[src/rtl/bfloat16_pkg.sv]
// Shared constants and loader state type for the bfloat16 activation lookup table.
// Used by the table, the range decoder and the table loader.
package bfloat16_pkg;

  localparam int DEPTH  = 32;
  localparam int ADDR_W = 5;
  localparam int DATA_W = 16;

  typedef enum logic [1:0] {
    ST_IDLE  = 2'd0,
    ST_LOAD  = 2'd1,
    ST_CHECK = 2'd2,
    ST_DONE  = 2'd3
  } loader_state_t;

endpackage

[src/rtl/bfloat16_lut_checksum.sv]
// Running 16-bit modular sum of the table words streamed in during one load.
// Only instantiated by the loader when BFLOAT16_LUT_LOADER_CHECKSUM_EN is defined.
module bfloat16_lut_checksum
  import bfloat16_pkg::*;
(
  input  logic              clk,
  input  logic              rst_x,
  input  logic              i_clear,
  input  logic              i_accum,
  input  logic [DATA_W-1:0] i_data,
  output logic [DATA_W-1:0] o_sum
);

  logic [DATA_W-1:0] r_sum;

  always_ff @(posedge clk) begin
    if (rst_x) begin
      r_sum <= '0;
    end else if (i_clear) begin
      r_sum <= '0;
    end else if (i_accum) begin
      r_sum <= r_sum + i_data;
    end
  end

  assign o_sum = r_sum;

endmodule

[src/rtl/bfloat16_lut_loader.sv]
// Write-side sequencer: replays a DEPTH-word stream into the activation LUT, pulses done.
// Optional checksum word and err flag when BFLOAT16_LUT_LOADER_CHECKSUM_EN is defined.
module bfloat16_lut_loader
  import bfloat16_pkg::*;
(
  input  logic              clk,
  input  logic              rst_x,
  input  logic              start,
  input  logic [DATA_W-1:0] s_data,
  input  logic              s_valid,
  output logic              s_ready,
  output logic [DATA_W-1:0] in_load_data,
  output logic [ADDR_W-1:0] in_load_addr,
  output logic              in_load_enable,
  output logic              busy,
  output logic              done,
  output logic              err
);

  localparam logic [ADDR_W-1:0] LAST_ADDR = ADDR_W'(DEPTH - 1);

  loader_state_t     r_state;
  loader_state_t     w_state_next;
  logic [ADDR_W-1:0] r_count;
  logic [DATA_W-1:0] r_data;
  logic [ADDR_W-1:0] r_addr;
  logic              r_enable;
  logic              r_busy;
  logic              r_done;
  logic              w_accept;
  logic              w_load_accept;
  logic              w_start;
  logic              w_last;

  // s_ready is a pure state decode so the source may wait on it before raising s_valid
  assign s_ready       = (r_state == ST_LOAD) || (r_state == ST_CHECK);
  assign w_accept      = s_valid && s_ready;
  assign w_load_accept = w_accept && (r_state == ST_LOAD);
  assign w_start       = start && (r_state == ST_IDLE);
  assign w_last        = (r_count == LAST_ADDR);

  always_comb begin
    w_state_next = r_state;
    case (r_state)
      ST_IDLE: begin
        if (start) w_state_next = ST_LOAD;
      end
      ST_LOAD: begin
        if (w_accept && w_last) begin
`ifdef BFLOAT16_LUT_LOADER_CHECKSUM_EN
          w_state_next = ST_CHECK;
`else
          w_state_next = ST_DONE;
`endif
        end
      end
      ST_CHECK: begin
        if (w_accept) w_state_next = ST_DONE;
      end
      ST_DONE: begin
        w_state_next = ST_IDLE;
      end
      default: begin
        w_state_next = ST_IDLE;
      end
    endcase
  end

  always_ff @(posedge clk) begin
    if (rst_x) begin
      r_state  <= ST_IDLE;
      r_count  <= '0;
      r_data   <= '0;
      r_addr   <= '0;
      r_enable <= 1'b0;
      r_busy   <= 1'b0;
      r_done   <= 1'b0;
    end else begin
      r_state  <= w_state_next;
      r_enable <= w_load_accept;
      r_busy   <= (w_state_next != ST_IDLE);
      r_done   <= (w_state_next == ST_DONE);
      if (w_start) begin
        r_count <= '0;
      end else if (w_load_accept) begin
        r_data <= s_data;
        r_addr <= r_count;
        // hold at the last address rather than wrapping; the state leaves LOAD here
        if (!w_last) r_count <= r_count + 1'b1;
      end
    end
  end

  assign in_load_data   = r_data;
  assign in_load_addr   = r_addr;
  assign in_load_enable = r_enable;
  assign busy           = r_busy;
  assign done           = r_done;

`ifdef BFLOAT16_LUT_LOADER_CHECKSUM_EN
  logic [DATA_W-1:0] w_sum;
  logic              r_err;

  bfloat16_lut_checksum u_checksum (
    .clk     (clk),
    .rst_x   (rst_x),
    .i_clear (w_start),
    .i_accum (w_load_accept),
    .i_data  (s_data),
    .o_sum   (w_sum)
  );

  always_ff @(posedge clk) begin
    if (rst_x) begin
      r_err <= 1'b0;
    end else if (w_start) begin
      r_err <= 1'b0;
    end else if (w_accept && (r_state == ST_CHECK)) begin
      r_err <= (s_data != w_sum);
    end
  end

  assign err = r_err;
`else
  assign err = 1'b0;
`endif

endmodule

[config.mk]
export PLATFORM = sky130hd
export DESIGN_NAME = bfloat16_lut_loader
export DESIGN_NICKNAME = d
export VERILOG_FILES = /design/src/rtl/bfloat16_pkg.sv /design/src/rtl/bfloat16_lut_checksum.sv /design/src/rtl/bfloat16_lut_loader.sv
export SDC_FILE = /design/constraint.sdc
export NUM_CORES = 1
export LEC_CHECK = 0
export BUFFER_PORTS_ARGS = -buffer_cell sky130_fd_sc_hd__buf_2
export CAP_MARGIN = 20
export CORE_MARGIN = 2
export CORE_UTILIZATION = 40
export CTS_CLUSTER_DIAMETER = 30
export CTS_CLUSTER_SIZE = 8
export DETAILED_ROUTE_END_ITERATION = 10
export GPL_ROUTABILITY_DRIVEN = 0
export GPL_TIMING_DRIVEN = 0
export HOLD_SLACK_MARGIN = 0.06
export PLACE_DENSITY = 0.67
export SYNTH_ARGS = -nofsm -noshare
export SYNTH_HDL_FRONTEND = slang
export SYNTH_HIERARCHICAL = 1
export SYNTH_SLANG_ARGS = --single-unit
[constraint.sdc]
create_clock -name clk -period 2.87 [get_ports clk]
set_input_delay 0.1435 -clock clk [delete_from_list [all_inputs] [get_ports clk]]
set_output_delay 0.1435 -clock clk [all_outputs]
set_load 0.01 [all_outputs]
==> flow_metrics.tcl <==
set metrics [dict create \
    status "complete, no violations" \
    io_buffers 43 \
    holdPathStages 2 \
    synth.largest_area_cell "dfxtp_1" \
    route.detailed.drc 0 \
    synth_seq_cells 31 \
    crit_path_cell_trace "inv_1 > ha_1 > a21o_2 > a211oi_1 > o22ai_1" \
    finalCriticalPeriod_ns 1.75 \
    synth_simple_gate_area_share 0.176 \
    cts_tree "done" \
    hold_start "rst_x" \
    peakVddDrop_mv 0.317 \
    cts_max_level 2 \
    syn_avg_cell_area_um2 8.80 \
    crit_cells 5 \
    die_w_um 61.1 \
    cts.path.max_buffers 2 \
    cts_root_buffer "clkbuf_4" \
    async_flop_share 0 \
    syn2layout_area_growth_pct 39.7 \
    grt_pass1_vias 1212 \
    cts_setup_buffers 0 \
    drt_wl_total_um 3380 \
    fin_tns_setup_ns 0 \
    setup.worst_path.class "flip-flop to flip-flop" \
    rsz0062_at_grt "false" \
    required_ns 3.07 \
    synth_area_mm2 0.00130 \
    fin_nets 240 \
    syn-instance-count 148 \
    worst-r2r-setup-slack_ns 1.12 \
    num_io_pins 46 \
    grt_pass1_wl_um 5290 \
    grt_antenna_before_repair 0 \
    synth-seq-area-share 0.476 \
    clk_pin_slew_ns 0.09 \
    antenna_cells 0 \
    fin_util 0.591 \
    slew_violations 0 \
    cts_sinks 31 \
    fmax_mhz 570 \
    dieArea_mm2 0.00373 \
    crit_path_start_kind "flip-flop" \
    synth_ff_type "dfxtp_1" \
    yosysMostFrequentCell "dfxtp_1" \
    worst_path_largest_cell_delay_ns 0.44 \
    critical_path.top_delay_family "compound AO/OA/AOI/OAI gates" \
    vias 1314 \
    gr-total-overflow 0 \
    hpwl_um 2270 \
    cellPowerDensity_mw_per_mm2 521 \
    first_pass_iters 4 \
    synth_top_family_by_area "compound AO/OA/AOI/OAI gates" \
    p_leak_nw 0.807 \
    yosys.area.top_type_share 0.476 \
    start_util 0.423 \
    via_per_inst 5.07 \
    critPathBufInv 1 \
    synth-edff-count 0 \
    min_path_type "input pin to flip-flop" \
    synthXorXnorAreaFrac 0.0134 \
    r2r_end "busy" \
    cts_made_buffers 5 \
    synth_cell_types 28 \
    coreArea_mm2 0.00308 \
    synth.area.top_cells "dfxtp_1, a21oi_1, nand3_1" \
    hold_end "in_load_addr[2]" \
    yosys.area_share.adder 0.0576 \
    r2r_cells 5 \
    synth_compound_gate_area_share 0.207 \
    syn-num-nets 174 \
    die_y_um 61.1 \
    muxShareOfSynthArea 0.0154 \
    antenna_left 0 \
    skew_ns 0.0102 \
    gr-usage-all-layers 0.197 \
    drive_above_1_share 0.274 \
    wl_per_cell_um 13.1 \
    finalHoldViolCount 0 \
    synth_common_cells "dfxtp_1, a21oi_1, nand3_1, o21ai_0, clkbuf_1" \
    arrival_ns 1.96 \
    slowest_stage "dfxtp_1" \
    rows 20 \
    finalSetupViolCount 0 \
    period_share 0.611 \
    end_kind "flip-flop" \
    grt_max_degree 11 \
    cp_max_fo 4 \
    crit-reg2reg-launch "r_state[1]" \
    yosys_warnings 6 \
    clk-insertion-delay-late_ns 0.34 \
    fill_cells 283 \
    drt-initial-drc-count 49 \
    maxCapViolCount 0 \
]
-- registers in the layout, indices dropped and copies added, names as in the netlist --
name,cells
in_load_data,16
in_load_addr,5
r_count,5
r_state,2
busy,1
done,1
in_load_enable,1
-- layout make-up --
cell class	instances	area, um2	share of cell area
clock buffers	6	51.3	0.0282
well taps	44	55.1	0.0303
multi-input cells	102	614	0.338
flip-flops and latches	31	621	0.341
inverters	3	11.3	0.00619
clock inverters	2	35.0	0.0193
plain buffers	12	56.3	0.0309
repair buffers	59	375	0.206
-- layout by cell type, fill, tap and decap left out, drive strengths merged, types with 3 or more instances in the layout --
master       netlist  layout
inv                3       3
nor2               7       7
dfxtp             31      31
nand3             22      22
a21oi             22      22
buf                3      46
o21ai             22      22
dlygate4sd3        0      16
ha                 6       6
clkbuf             9      15
-- worst max-delay path by stage --
| stage | start | end | slack (ns) |
|---|---|---|---|
| after global placement | r_count[0] | r_count[3] | 1.18 |
| after CTS | r_count[0] | r_count[3] | 1.12 |
| after floorplan | r_state[1] | busy | 1.26 |
| after detailed placement | r_count[0] | r_count[3] | 1.15 |
| after global routing | r_state[1] | busy | 0.94 |
| final | r_state[1] | busy | 1.12 |
-- per-stage QoR --
stage | hold slack, ns | worst slack, ns | instance area (um2) | total power, mW | std cells
2_1_floorplan | 0.291 | 1.26 | 1300 | 0.537 | 148
3_5_place_dp | 0.404 | 1.15 | 1570 | 0.583 | 235
4_1_cts | 0.164 | 1.12 | 1820 | 0.957 | 259
3_3_place_gp | 0.398 | 1.18 | 1570 | 0.578 | 235
5_1_grt | 0.200 | 0.936 | 1820 | 0.988 | 259
6_report | 0.172 | 1.12 | 1820 | 0.947 | 259
-- kinds of logic (layout without fill, tap and decap cells) --
group / after synthesis / after routing
other: 1 / 1
AO/OA/AOI/OAI: 50 / 50
flip-flops: 31 / 31
multiplexers: 2 / 2
XOR/XNOR: 2 / 2
buffers and inverters: 15 / 82
adder cells (fa/ha/maj): 6 / 6
AND/OR/NAND/NOR: 41 / 41
-- per-layer routing --
layer / track usage / routed length, um
met1: 0.211 / 1380
met2: 0.356 / 1740
met3: 0.0588 / 209
met4: 0.0839 / 54
met5: 0 / 0
-- repair_timing --
| action | in CTS | in global routing |
|---|---|---|
| setup endpoints to repair | 0 | 0 |
| hold buffers | 16 | 0 |
| hold endpoints to repair | 16 | 0 |
| gates resized for setup | 0 | 0 |
-- where the power goes --
group          leakage, nW  total (mW)  internal, mW  switching, mW
Clock               0.0482       0.357         0.206          0.151
Combinational        0.507       0.139        0.0610         0.0785
Sequential           0.251       0.451         0.444        0.00689
Total                0.807       0.947         0.711          0.236
(Power assumes the default switching activity.)
